**src/rtl/codec_init_pkg.sv**
```systemverilog
// Shared types and constants for the audio-codec init sequencer.
package codec_init_pkg;

    typedef enum logic [3:0] {
        ST_IDLE,
        ST_START,
        ST_ADDR,
        ST_HI,
        ST_LO,
        ST_STOP,
        ST_GAP,
        ST_NEXT,
        ST_ERROR
    } state_e;

    typedef struct packed {
        logic [6:0] reg_addr;
        logic [8:0] reg_val;
    } entry_t;

    localparam logic [6:0] DEV_ADDR_DEFAULT = 7'h1A;

    // WM8731-style register map
    localparam logic [6:0] REG_LLIN     = 7'h00;
    localparam logic [6:0] REG_RLIN     = 7'h01;
    localparam logic [6:0] REG_LHP      = 7'h02;
    localparam logic [6:0] REG_RHP      = 7'h03;
    localparam logic [6:0] REG_ANALOG   = 7'h04;
    localparam logic [6:0] REG_DIGITAL  = 7'h05;
    localparam logic [6:0] REG_POWER    = 7'h06;
    localparam logic [6:0] REG_IFACE    = 7'h07;
    localparam logic [6:0] REG_SAMPLING = 7'h08;
    localparam logic [6:0] REG_ACTIVE   = 7'h09;
    localparam logic [6:0] REG_RESET    = 7'h0F;

    function automatic entry_t mk_entry(input logic [6:0] a, input logic [8:0] v);
        entry_t e;
        e.reg_addr = a;
        e.reg_val  = v;
        return e;
    endfunction

endpackage

```
**src/rtl/codec_init_rom.sv**
```systemverilog
// Codec init table: 4-bit index to {reg_addr, reg_val}; unused slots read as zero.
module codec_init_rom
    import codec_init_pkg::*;
#(
    parameter int N_ENTRIES = 10
) (
    input  logic [3:0] idx,
    output entry_t     entry
);

    always_comb begin
        entry = '0;
        case (idx)
            4'd0:    entry = mk_entry(REG_RESET,   9'h000);
            4'd1:    entry = mk_entry(REG_LLIN,    9'h017);
            4'd2:    entry = mk_entry(REG_RLIN,    9'h017);
            4'd3:    entry = mk_entry(REG_LHP,     9'h079);
            4'd4:    entry = mk_entry(REG_RHP,     9'h079);
            4'd5:    entry = mk_entry(REG_ANALOG,  9'h012);
            4'd6:    entry = mk_entry(REG_DIGITAL, 9'h000);
            4'd7:    entry = mk_entry(REG_POWER,   9'h000);
            4'd8:    entry = mk_entry(REG_IFACE,   9'h00A);
            4'd9:    entry = mk_entry(REG_ACTIVE,  9'h001);
            default: entry = '0;
        endcase
        if (32'(idx) >= N_ENTRIES) begin
            entry = '0;
        end
    end

endmodule

```
**src/rtl/codec_init_seq.sv**
```systemverilog
// Walks the codec init table, issuing one I2C write transaction per entry
// through the bit-level driver, with NACK retry and per-command timeout.
//
// state    | meaning
// IDLE     | waiting for go
// START    | i2c_start held until cmd_done
// ADDR     | device-address byte write
// HI       | {reg_addr, reg_val[8]} write
// LO       | reg_val[7:0] write
// STOP     | i2c_stop held until cmd_done
// GAP      | all commands low for GAP_CYCLES, then ret_q
// NEXT     | decide retry / next entry / done / error
// ERROR    | latch error and err_entry, back to IDLE
module codec_init_seq
    import codec_init_pkg::*;
#(
    parameter logic [6:0] DEV_ADDR       = DEV_ADDR_DEFAULT,
    parameter int         N_ENTRIES      = 10,
    parameter int         MAX_RETRY      = 3,
    parameter int         GAP_CYCLES     = 8,
    parameter int         TIMEOUT_CYCLES = 1023
) (
    input  logic       sys_clk,
    input  logic       sys_rst_n,
    input  logic       go,
    output logic       busy,
    output logic       done,
    output logic       error,
    output logic [3:0] err_entry,
    output logic       i2c_start,
    output logic       i2c_stop,
    output logic       i2c_write,
    output logic [7:0] i2c_data,
    input  logic       i2c_cmd_done,
    input  logic       i2c_cmd_status
);

    localparam logic [3:0] LAST_ENTRY = 4'(N_ENTRIES - 1);
    localparam logic [2:0] RETRY_MAX  = 3'(MAX_RETRY);
    localparam logic [7:0] GAP_LOAD   = 8'(GAP_CYCLES - 1);
    localparam logic [9:0] TMO_LOAD   = 10'(TIMEOUT_CYCLES - 1);

    state_e     state_q, state_d;
    state_e     ret_q, ret_d;
    logic [3:0] entry_q, entry_d;
    logic [2:0] retry_q, retry_d;
    logic [7:0] gap_q, gap_d;
    logic [9:0] tmo_q, tmo_d;
    logic       nack_q, nack_d;
    logic       fail_q, fail_d;
    logic       busy_q, busy_d;
    logic       done_q, done_d;
    logic       error_q, error_d;
    logic [3:0] err_entry_q, err_entry_d;
    logic       start_q, start_d;
    logic       stop_q, stop_d;
    logic       write_q, write_d;
    logic [7:0] data_q, data_d;

    entry_t rom_entry;
    logic   in_cmd;

    codec_init_rom #(.N_ENTRIES(N_ENTRIES)) u_rom (
        .idx   (entry_q),
        .entry (rom_entry)
    );

    assign in_cmd = state_q inside {ST_START, ST_ADDR, ST_HI, ST_LO, ST_STOP};

    always_comb begin
        state_d     = state_q;
        ret_d       = ret_q;
        entry_d     = entry_q;
        retry_d     = retry_q;
        nack_d      = nack_q;
        fail_d      = fail_q;
        busy_d      = busy_q;
        done_d      = done_q;
        error_d     = error_q;
        err_entry_d = err_entry_q;
        gap_d       = gap_q;
        tmo_d       = tmo_q;
        data_d      = data_q;

        case (state_q)
            ST_IDLE: begin
                if (go) begin
                    entry_d = '0;
                    retry_d = '0;
                    nack_d  = 1'b0;
                    fail_d  = 1'b0;
                    done_d  = 1'b0;
                    error_d = 1'b0;
                    busy_d  = 1'b1;
                    state_d = ST_START;
                end
            end
            ST_START, ST_ADDR, ST_HI, ST_LO, ST_STOP: begin
                if (i2c_cmd_done) begin
                    state_d = ST_GAP;
                    case (state_q)
                        ST_START: ret_d = ST_ADDR;
                        ST_ADDR:  ret_d = i2c_cmd_status ? ST_STOP : ST_HI;
                        ST_HI:    ret_d = i2c_cmd_status ? ST_STOP : ST_LO;
                        ST_LO:    ret_d = ST_STOP;
                        default:  ret_d = ST_NEXT;
                    endcase
                    if (i2c_cmd_status && state_q inside {ST_ADDR, ST_HI, ST_LO}) begin
                        nack_d = 1'b1;
                    end
                end else if (tmo_q == '0) begin
                    // A stalled stop cannot be closed with another stop.
                    if (state_q == ST_STOP) begin
                        state_d = ST_ERROR;
                    end else begin
                        fail_d  = 1'b1;
                        ret_d   = ST_STOP;
                        state_d = ST_GAP;
                    end
                end
            end
            ST_GAP: begin
                if (gap_q == '0) begin
                    state_d = ret_q;
                end
            end
            ST_NEXT: begin
                if (fail_q) begin
                    state_d = ST_ERROR;
                end else if (nack_q) begin
                    nack_d = 1'b0;
                    if (retry_q < RETRY_MAX) begin
                        retry_d = retry_q + 3'd1;
                        state_d = ST_START;
                    end else begin
                        state_d = ST_ERROR;
                    end
                end else begin
                    retry_d = '0;
                    if (entry_q == LAST_ENTRY) begin
                        done_d  = 1'b1;
                        busy_d  = 1'b0;
                        state_d = ST_IDLE;
                    end else begin
                        entry_d = entry_q + 4'd1;
                        state_d = ST_START;
                    end
                end
            end
            ST_ERROR: begin
                busy_d      = 1'b0;
                error_d     = 1'b1;
                err_entry_d = entry_q;
                state_d     = ST_IDLE;
            end
            default: state_d = ST_IDLE;
        endcase

        if (state_d inside {ST_START, ST_ADDR, ST_HI, ST_LO, ST_STOP} && state_d != state_q) begin
            tmo_d = TMO_LOAD;
        end else if (in_cmd && tmo_q != '0) begin
            tmo_d = tmo_q - 10'd1;
        end

        if (state_d == ST_GAP && state_q != ST_GAP) begin
            gap_d = GAP_LOAD;
        end else if (state_q == ST_GAP && gap_q != '0) begin
            gap_d = gap_q - 8'd1;
        end

        start_d = (state_d == ST_START);
        stop_d  = (state_d == ST_STOP);
        write_d = state_d inside {ST_ADDR, ST_HI, ST_LO};
        case (state_d)
            ST_ADDR: data_d = {DEV_ADDR, 1'b0};
            ST_HI:   data_d = {rom_entry.reg_addr, rom_entry.reg_val[8]};
            ST_LO:   data_d = rom_entry.reg_val[7:0];
            default: data_d = data_q;
        endcase
    end

    always_ff @(posedge sys_clk or negedge sys_rst_n) begin
        if (!sys_rst_n) begin
            state_q     <= ST_IDLE;
            ret_q       <= ST_IDLE;
            entry_q     <= '0;
            retry_q     <= '0;
            gap_q       <= '0;
            tmo_q       <= '0;
            nack_q      <= 1'b0;
            fail_q      <= 1'b0;
            busy_q      <= 1'b0;
            done_q      <= 1'b0;
            error_q     <= 1'b0;
            err_entry_q <= '0;
            start_q     <= 1'b0;
            stop_q      <= 1'b0;
            write_q     <= 1'b0;
            data_q      <= 8'h00;
        end else begin
            state_q     <= state_d;
            ret_q       <= ret_d;
            entry_q     <= entry_d;
            retry_q     <= retry_d;
            gap_q       <= gap_d;
            tmo_q       <= tmo_d;
            nack_q      <= nack_d;
            fail_q      <= fail_d;
            busy_q      <= busy_d;
            done_q      <= done_d;
            error_q     <= error_d;
            err_entry_q <= err_entry_d;
            start_q     <= start_d;
            stop_q      <= stop_d;
            write_q     <= write_d;
            data_q      <= data_d;
        end
    end

    assign busy      = busy_q;
    assign done      = done_q;
    assign error     = error_q;
    assign err_entry = err_entry_q;
    assign i2c_start = start_q;
    assign i2c_stop  = stop_q;
    assign i2c_write = write_q;
    assign i2c_data  = data_q;

endmodule

```
**config.mk**
```make
export PLATFORM = sky130hd
export DESIGN_NAME = codec_init_seq
export DESIGN_NICKNAME = d
export VERILOG_FILES = /design/src/rtl/codec_init_pkg.sv /design/src/rtl/codec_init_rom.sv /design/src/rtl/codec_init_seq.sv
export SDC_FILE = /design/constraint.sdc
export NUM_CORES = 1
export LEC_CHECK = 0
export CORE_AREA = 2 2 70 85
export DETAILED_ROUTE_END_ITERATION = 16
export DIE_AREA = 0 0 72 87
export PLACE_DENSITY_LB_ADDON = 0.2
export RECOVER_POWER = 100
export SETUP_SLACK_MARGIN = 0.05
export SYNTH_ARGS = -nofsm -noshare
export SYNTH_HDL_FRONTEND = slang
export SYNTH_SLANG_ARGS = --single-unit
```
**constraint.sdc**
```tcl
create_clock -name sys_clk -period 3.4 [get_ports sys_clk]
set_input_delay 0.68 -clock sys_clk [delete_from_list [all_inputs] [get_ports sys_clk]]
set_output_delay 0.68 -clock sys_clk [all_outputs]
set_load 0.03 [all_outputs]
```
; ---- Word-level counts from Yosys, hierarchy flattened
; Memories as Yosys holds them, arrays and structs flattened.
; Cells that the tools add are included.
[totals]
input_bits = 5
romBits = 176
regBits = 53
n_memories = 1
[classes]
n_lt_le_gt_ge = 2
n_eq_ne = 29
n_reduce_logical = 31
mux = 51
n_addsub = 4
[mem_list]
columns = name, words, word_bits, rd, rd_ports_with_merged_regs, wr, line_no
row1 = (name not given), 16, 11, 1, 0, 0, codec_init_rom.sv:13  ; case (idx)
[op_table]
columns = op, n
row1 = $mux W4, 15
row2 = $eq A4 B3 Y1 const B, 7
row3 = $reduce_and A5 Y1, 5
row4 = $pmux W8 S3, 1
row5 = $ne A2 B2 Y1 const B, 11
row6 = $mux W10, 2
row7 = $eq A4 B2 Y1 const B, 4
row8 = $mux W1, 16
row9 = $mux W16, 1
row10 = $mux W8, 2
row11 = $pmux W4 S4, 1
row12 = $mux W3, 5
row13 = $pmux W3 S4, 1
row14 = $reduce_bool A2 Y1, 6
row15 = $reduce_bool A3 Y1, 4
row16 = $logic_not A10 Y1, 1
row17 = $reduce_bool A10 Y1, 1
row18 = $reduce_bool A5 Y1, 2
row19 = $sub A10 B1 Y10 const B, 1
row20 = $eq A4 B1 Y1 const B, 2
row21 = $eq A4 B4 Y1 const B, 2
row22 = $logic_not A8 Y1, 1
row23 = $pmux W4 S2, 1
row24 = $reduce_bool A8 Y1, 1
row25 = 17 further kinds, 24

; ---- Longest topological paths before layout
; Gate-level depths: netlist of the first run.
[depth]
ltp_word = 9
depth_mapped = 10

; ---- By module
; From an unflattened synthesis of the first run, not the netlist that was laid out.
[unflattened]
cells_unflattened = 317
hier_area_um2 = 3093.0
[by_module_without_submodules]
columns = module, n_inst, cells_per_inst, area_each_um2
row1 = codec_init_seq, 1, 275, 2763.9
row2 = codec_init_rom, 1, 42, 329.1

; ---- Least setup slack after synthesis of the first run
; No wires, ideal clock.
[synth_timing]
path_kind = register to register
from = register tmo_q[0]
to = register data_q[5] (netlist: i2c_data[5])
t_arrival_ns = 2.361
path_slack_ns = 0.908
stages_incl_launch_ff = 10
synth_period_minus_slack_ns = 2.492
required_ns = 3.269
n_path_buf = 1
path_cell_list = dfrtp_1 > inv_1 > ha_1 > or4b_1 > o31ai_4 > o211ai_4 > or4b_1 > buf_2 > o22ai_1 > a21oi_1
[synth_via]
elab_chain_len = 6
word_cells_on_any_way = 9
[synth_lines]
columns = item, line_no
row1 = start: declaration, codec_init_seq.sv:48  ; logic [9:0] tmo_q, tmo_d;
row2 = start signal: assignment, codec_init_seq.sv:206  ; tmo_q <= tmo_d;
row3 = $logic_not A10 Y1 *, codec_init_seq.sv:111  ; end else if (tmo_q == '0) begin
row4 = $mux W4 *, codec_init_seq.sv:111
row5 = $mux W4 *, codec_init_seq.sv:99  ; if (i2c_cmd_done) begin
row6 = $pmux W4 S4 *, codec_init_seq.sv:85  ; case (state_q)
row7 = $eq A4 B3 Y1 or $eq A4 B2 Y1 (tied branches), codec_init_seq.sv:174  ; case (state_d)
row8 = $pmux W8 S3 or $reduce_bool A3 Y1 (tied branches), --
row9 = end signal: assignment, codec_init_seq.sv:216  ; data_q <= data_d;
row10 = end: declaration, codec_init_seq.sv:58  ; logic [7:0] data_q, data_d;
; Every way passes the cells marked *; elsewhere a longest branch is shown, timed or not.
; A chain may end at the register's enable or synchronous reset.

; ---- Worst setup path in the final report of the first run
; Same ends and word-level chain as after synthesis.

==> run_results.csv, run 1 <==
group,metric,value,unit
pwr,finalPower,2760,uW
finish,mostFrequentLayoutCell,"dfrtp_1",
critical_path,r2r-end,"i2c_data[5]",
finish,diodes,0,
min_path,holdPathEnd,"done",
sta,slew_viol_final,0,
synthesis,syn_area_per_cell,9.43,sq um
die,die_area,0.00626,sq mm
critical_path,startpoint_type,"register",
critical_path,critPathRequiredTime,3590,ps
drt,firstDrtPassIters,4,
drt,drt_iter0_markers,108,
sta,hold_violations,0,
sta,rsz0062_at_grt,"no",
clocking,cts_tree,"built",
clocking,cts_setup_buffers,0,
run_status,outcome,"finished, final reports clean",
pwr,p_comb_share,50.3,%
die,rows,30,
sta,setup_viol,0,
finish,layout_common_cells,"dfrtp_1 (51), nor2_1 (33), nand2_1 (32)",
global_route,grt_remaining_overflow,0,
finish,nNetsFinal,340,
synthesis,synthArstFlopShare,100,%
min_path,hold_path.startpoint,"done",
global_route,grt_max_degree,28,
pwr,p_sw_share,43.9,%
synthesis,ys_top_cells_by_area,"dfrtp_1 (44%), xnor2_1 (4.5%), nor2_1 (4.3%), nand2_1 (4.2%), ha_1 (3.5%)",
sta,max_freq,363,MHz
clocking,ctsHtreeMaxLevel,2,
synthesis,syn-cell-area,0.00289,sq mm
synthesis,synth_area_leader_cell,"dfrtp_1",
synthesis,ys_ff_latch,51,
critical_path,cp_data_arrival_time,2950,ps
pwr,p_leak,0.00138,uW
critical_path,crit_fanout,9,
clocking,cts_root_buf,"clkbuf_8",
min_path,min_path_type,"register to register",
global_route,grt_pass1_vias,2212,
critical_path,r2r_start,"tmo_q[0]",
synthesis,yosysWarnings,0,
sta,slew_headroom,1.48,%
global_route,grt_first_pass_wirelength,10.1,mm
pwr,p_sw,1210,uW
pwr,p_per_area,851,mW/mm^2
sta,setup_tns,0,ps
sta,final.setup_skew,7.95,ps
clocking,insertion_delay,310,ps
critical_path,critical_path_class,"register to register",
pwr,seqPwrFrac,34.4,%
drt,ant_nets,0,
sta,worst_slew_pin_slew,1480,ps
finish,regArea,0.00128,sq mm
sta,min_period,2760,ps
drt,wl,5.86,mm
sta,period_share,81.1,%
die,core,0.00552,sq mm
global_route,antenna_found_initial,0,
critical_path,r2r_slack,640,ps
synthesis,ys_seq_area_share,44.1,%
die,die_width,72,microns
clocking,clk_pin_slew,100,ps
finish,syn2layout_area_growth,11.9,%
pwr,intPower,1550,uW
die,start_util,52.4,%
place,placed_area,0.00316,sq mm
finish,n_fill_cell,500,
clocking,hold_buffers,0,
drt,wire_per_inst,15.0,microns
die,pin_count,23,
finish,final_util,58.7,%
run,timing.max_cap.violations,0,
die,die_h,87,microns
critical_path,crit_start,"tmo_q[0]",
synthesis,synthDistinctLibCells,61,
pwr,ir_worst_vdd,0.464,mV
critical_path,end_kind,"register",
critical_path,r2r_cells,8,
synthesis,syn_inst,307,
finish,multi_input_area,0.00148,sq mm
drt,drc,0,
drt,vias_per_cell,5.83,
clocking,numCtsBuffers,5,
place,place_congestion,0.787,
min_path,hold_depth,2,
pwr,clkPwrFrac,15.3,%
clocking,cts_max_path_buffers,2,
finish,drive_gt1_share,6.42,%
place,port-buffer-count,21,
place,dp_hpwl,4.27,mm
sta,timing.hold.ws,494,ps
synthesis,yosysTopAreaCellShare,44.1,%
clocking,cts-resized-gates,0,
global_route,grt_use_total,20.3,%
synthesis,synth-edff-count,0,
drt,vias,2278,
synthesis,synth_ff_type,"dfrtp_1",
clocking,cts.sinks,51,
synthesis,synth_nets,320,
finish,design_area,0.00324,sq mm
-- worst max-delay path by stage --
stage / to / slack, ps / cells past startpoint
2_1_floorplan: i2c_data[5] / 910 / 9
3_3_place_gp: tmo_q[1] / 580 / 6
3_5_place_dp: tmo_q[1] / 440 / 6
4_1_cts: i2c_data[5] / 720 / 8
5_1_grt: tmo_q[4] / 250 / 2
6_report: i2c_data[5] / 640 / 8
-- cells in the mapped netlist (2+ instances only) --
master,number
dfrtp_1,51
nor2_1,33
nand2_1,32
inv_1,17
o21ai_0,15
xnor2_1,15
a21oi_1,13
clkbuf_1,8
ha_1,8
nor3b_1,6
o22ai_1,6
o31ai_1,6
mux2_2,5
nand2b_1,5
nor3_1,5
nor4_1,5
buf_2,4
nand3_1,4
nor2b_1,4
or3_1,4
a211oi_1,3
mux2i_1,3
nand3b_1,3
o211ai_1,3
or4b_1,3
xor2_1,3
a21o_1,2
a221o_1,2
a22o_1,2
a22oi_1,2
and2_1,2
nand4_1,2
nand4b_1,2
or2_2,2
-- logic make-up (layout without fill, tap and decap cells) --
kind of cell | after synthesis | count (layout) | synth area share, %
other cells | 1 | 1 | 0.130
flops | 51 | 51 | 44.1
mux | 8 | 8 | 2.98
buf+inv | 30 | 50 | 4.19
fa+ha+maj | 8 | 8 | 3.46
compound gates | 72 | 72 | 17.9
simple gates | 119 | 119 | 21.8
xor+xnor | 18 | 18 | 5.45
-- worst max-delay path, stage by stage, from the launching register on --
cell	delay (ps)
dfrtp_1	420
inv_1	80
ha_1	200
nor4b_1	340
a41oi_1	310
o211a_1	410
or4b_1	610
o22ai_1	210
a21oi_1	50
-- power groups by stage --
stage / logic [uW] / registers [uW] / clock network, uW
3_5_place_dp: 1420 / 962 / 0
2_1_floorplan: 1030 / 982 / 0
5_1_grt: 1560 / 976 / 452
3_3_place_gp: 1400 / 959 / 0
6_report: 1390 / 949 / 421
4_1_cts: 1430 / 951 / 425
-- per-layer routing --
metal  routed length (microns)  share of wire, %  up-vias  track usage (%)
met5                         0                 0        -                0
met4                        87               1.5        0             5.83
met3                       120               2.0        7             3.47
met2                      3070                52       26             35.2
met1                      2580                44     1116             26.1
li1                          -                 -     1129                -
-- area by class of cell --
class | count | share of cell area [%]
timing repair buffer | 26 | 7.11
tap | 64 | 2.47
clock inverter | 2 | 1.16
multi-input combinational | 226 | 45.8
sequential | 51 | 39.4
inverter | 17 | 1.97
clock buffer | 5 | 2.12
-- registers in the layout (all words and copies together) (netlist names), 3 cells and up --
register   flops
entry_q        4
err_entry      4
gap_q          8
i2c_data       7
ret_q          3
retry_q        3
state_q        4
tmo_q         10
-- metrics by stage --
step	instances	setup WS [ps]
2_1_floorplan	307	908
3_3_place_gp	384	581
3_5_place_dp	384	437
4_1_cts	391	724
5_1_grt	391	250
6_report	391	643
Note: power is estimated with default switching activity, not from simulation.
==> run 2: changes to the inputs <==
Settings changed: CORE_AREA 2 2 70 85 to 2 2 72 87, DIE_AREA 0 0 72 87 to 0 0 74 89.
Clock period 3.4 ns to 2.25 ns, I/O delays scaled along.
==> run 2 against run 1 <==
The flow now finishes with violations (setup timing). Via count is 10% higher. Cell area increased by 20%. Critical endpoint is now tmo_q[0]. Largest cell class unchanged. Utilization grew 10 points.
==> run_results.csv, run 2 (same netlist as run 1, synthesis figures left out) <==
group,metric,value,unit
run_status,outcome,"finished with violations",
run_status,failed_checks,"setup timing",
critical_path,startpoint_type,"register",
finish,drive_gt1_share,29.3,%
drt,vias_per_cell,5.36,
sta,worst_slew_pin_slew,1290,ps
place,place_congestion,0.863,
critical_path,crit_top_cell,"or4b_4",
finish,regArea,0.00128,sq mm
place,port-buffer-count,21,
die,die_h,89,microns
sta,slew_headroom,14.3,%
critical_path,crit_buf_inv,1,
die,core,0.00567,sq mm
clocking,cts.sinks,51,
clocking,insertion_delay,300,ps
finish,largest_reg_flops,10,
run,timing.max_cap.violations,0,
drt,ant_nets,0,
pwr,p_leak,0.00171,uW
sta,period_share,107,%
finish,layout_common_cells,"buf_4 (56), dfrtp_1 (51), nor2_1 (33)",
sta,rsz0062_at_grt,"yes",
critical_path,crit_fanout,5,
critical_path,critical-path-top-delay-family,"simple AND/OR/NAND/NOR gates",
global_route,grt_use_total,21.3,%
place,pre_cts_ws,-283,ps
critical_path,cp_data_arrival_time,2620,ps
min_path,min_path_type,"input pin to asynchronous set/reset pin",
sta,max_freq,414,MHz
drt,wire_per_inst,14.2,microns
finish,nNetsFinal,401,
critical_path,max_stage_delay,520,ps
die,die_area,0.00659,sq mm
sta,setup_viol,18,
pwr,ir_worst_vdd,0.681,mV
critical_path,critPathRequiredTime,2450,ps
place,dp_hpwl,4.91,mm
global_route,grt_remaining_overflow,0,
global_route,grt_first_pass_wirelength,10.9,mm
sta,slew_viol_final,0,
pwr,p_per_area,1290,mW/mm^2
sta,finalWorstSetupSlack,-168,ps
critical_path,end_kind,"register",
drt,vias,2513,
critical_path,critical_path_class,"register to register",
critical_path,crit_start,"gap_q[0]",
drt,drt_iter0_markers,109,
finish,final_util,68.8,%
clocking,cts_max_path_buffers,2,
die,die_width,74,microns
finish,mostFrequentLayoutCell,"buf_4",
die,rows,30,
pwr,intPower,2910,uW
pwr,seqPwrFrac,26.8,%
critical_path,worstPathCellList,"inv_2 > ha_4 > or4b_4 > or4b_4 > o311a_4 > a31o_1 > a21o_4 > and2_4",
die,start_util,51.1,%
drt,firstDrtPassIters,4,
finish,fin_cells,469,
pwr,clkPwrFrac,11.5,%
finish,syn2layout_area_growth,34.7,%
pwr,finalPower,5040,uW
sta,final.setup_skew,10.3,ps
critical_path,r2r_start,"gap_q[0]",
sta,min_period,2420,ps
sta,hold_violations,0,
global_route,grt_max_degree,29,
pwr,p_sw_share,42.3,%
clocking,hold_buffers,0,
finish,n_fill_cell,466,
clocking,numCtsBuffers,5,
drt,wl,6.65,mm
pwr,p_comb_share,61.7,%
drt,drc,0,
global_route,grt_pass1_vias,2475,
clocking,clk_pin_slew,90,ps
sta,setup_tns,-2470,ps
global_route,antenna_found_initial,0,
clocking,cts_tree,"built",
clocking,ctsHtreeMaxLevel,2,
die,pin_count,23,
finish,multi_input_area,0.00167,sq mm
finish,diodes,0,
critical_path,critPathSlowestCell,"or4b_4",
finish,top_register,"tmo_q",
clocking,cts_root_buf,"clkbuf_8",
pwr,p_sw,2130,uW
place,dpl.cell_count,455,
run 2: power by group through the flow:
stage               clock network [uW]  registers [uW]  logic [uW]
CTS                                592            1340        2900
finish                             578            1350        3110
floorplan                            0            1490        1630
global placement                     0            1350        2680
detailed placement                   0            1360        2730
global route                       632            1380        3410
run 2: final cells by class:
type | instances | area share, %
Inverter | 17 | 1.64
Clock buffer | 8 | 2.57
Tap cell | 80 | 2.57
Timing Repair Buffer | 87 | 17.8
Sequential cell | 51 | 32.7
Multi-Input combinational cell | 226 | 42.7
run 2: repair_timing:
item                       CTS  global route
setup buffers                2             4
gates resized for setup     16            18
pin swaps                    3             6
setup endpoints to repair   21            22
run 2: worst reg2reg max path: stages (launching register included):
cell,delay [ps]
dfrtp_1,400
inv_2,80
ha_4,130
or4b_4,480
or4b_4,520
o311a_4,150
a31o_1,190
a21o_4,230
and2_4,140
run 2: worst paths after layout:
path	endpoint	slack [ps]	cells after the start
max	tmo_q[0]	-170	8
min	retry_q[0]	410	1
max reg2reg	tmo_q[0]	-170	8
min reg2reg	error	480	1
max in group asynchronous	tmo_q[1]	500	2
min in group sys_clk	error	480	1
run 2: per-stage QoR:
stage | area (sq um) | hold WS [ps]
final | 3900 | 409
after global routing | 3900 | 520
after CTS | 3830 | 161
after detailed placement | 3640 | 474
after global placement | 3640 | 462
after floorplan | 2940 | 154
run 2: metal layers:
layer | part of all wire (%) | GRT usage, % | vias to the layer above
met1 | 43 | 24.7 | 1213
met3 | 2.3 | 3.27 | 13
li1 | - | - | 1254
met5 | 0 | 0 | -
met2 | 53 | 40.5 | 33
met4 | 1.4 | 4.96 | 0
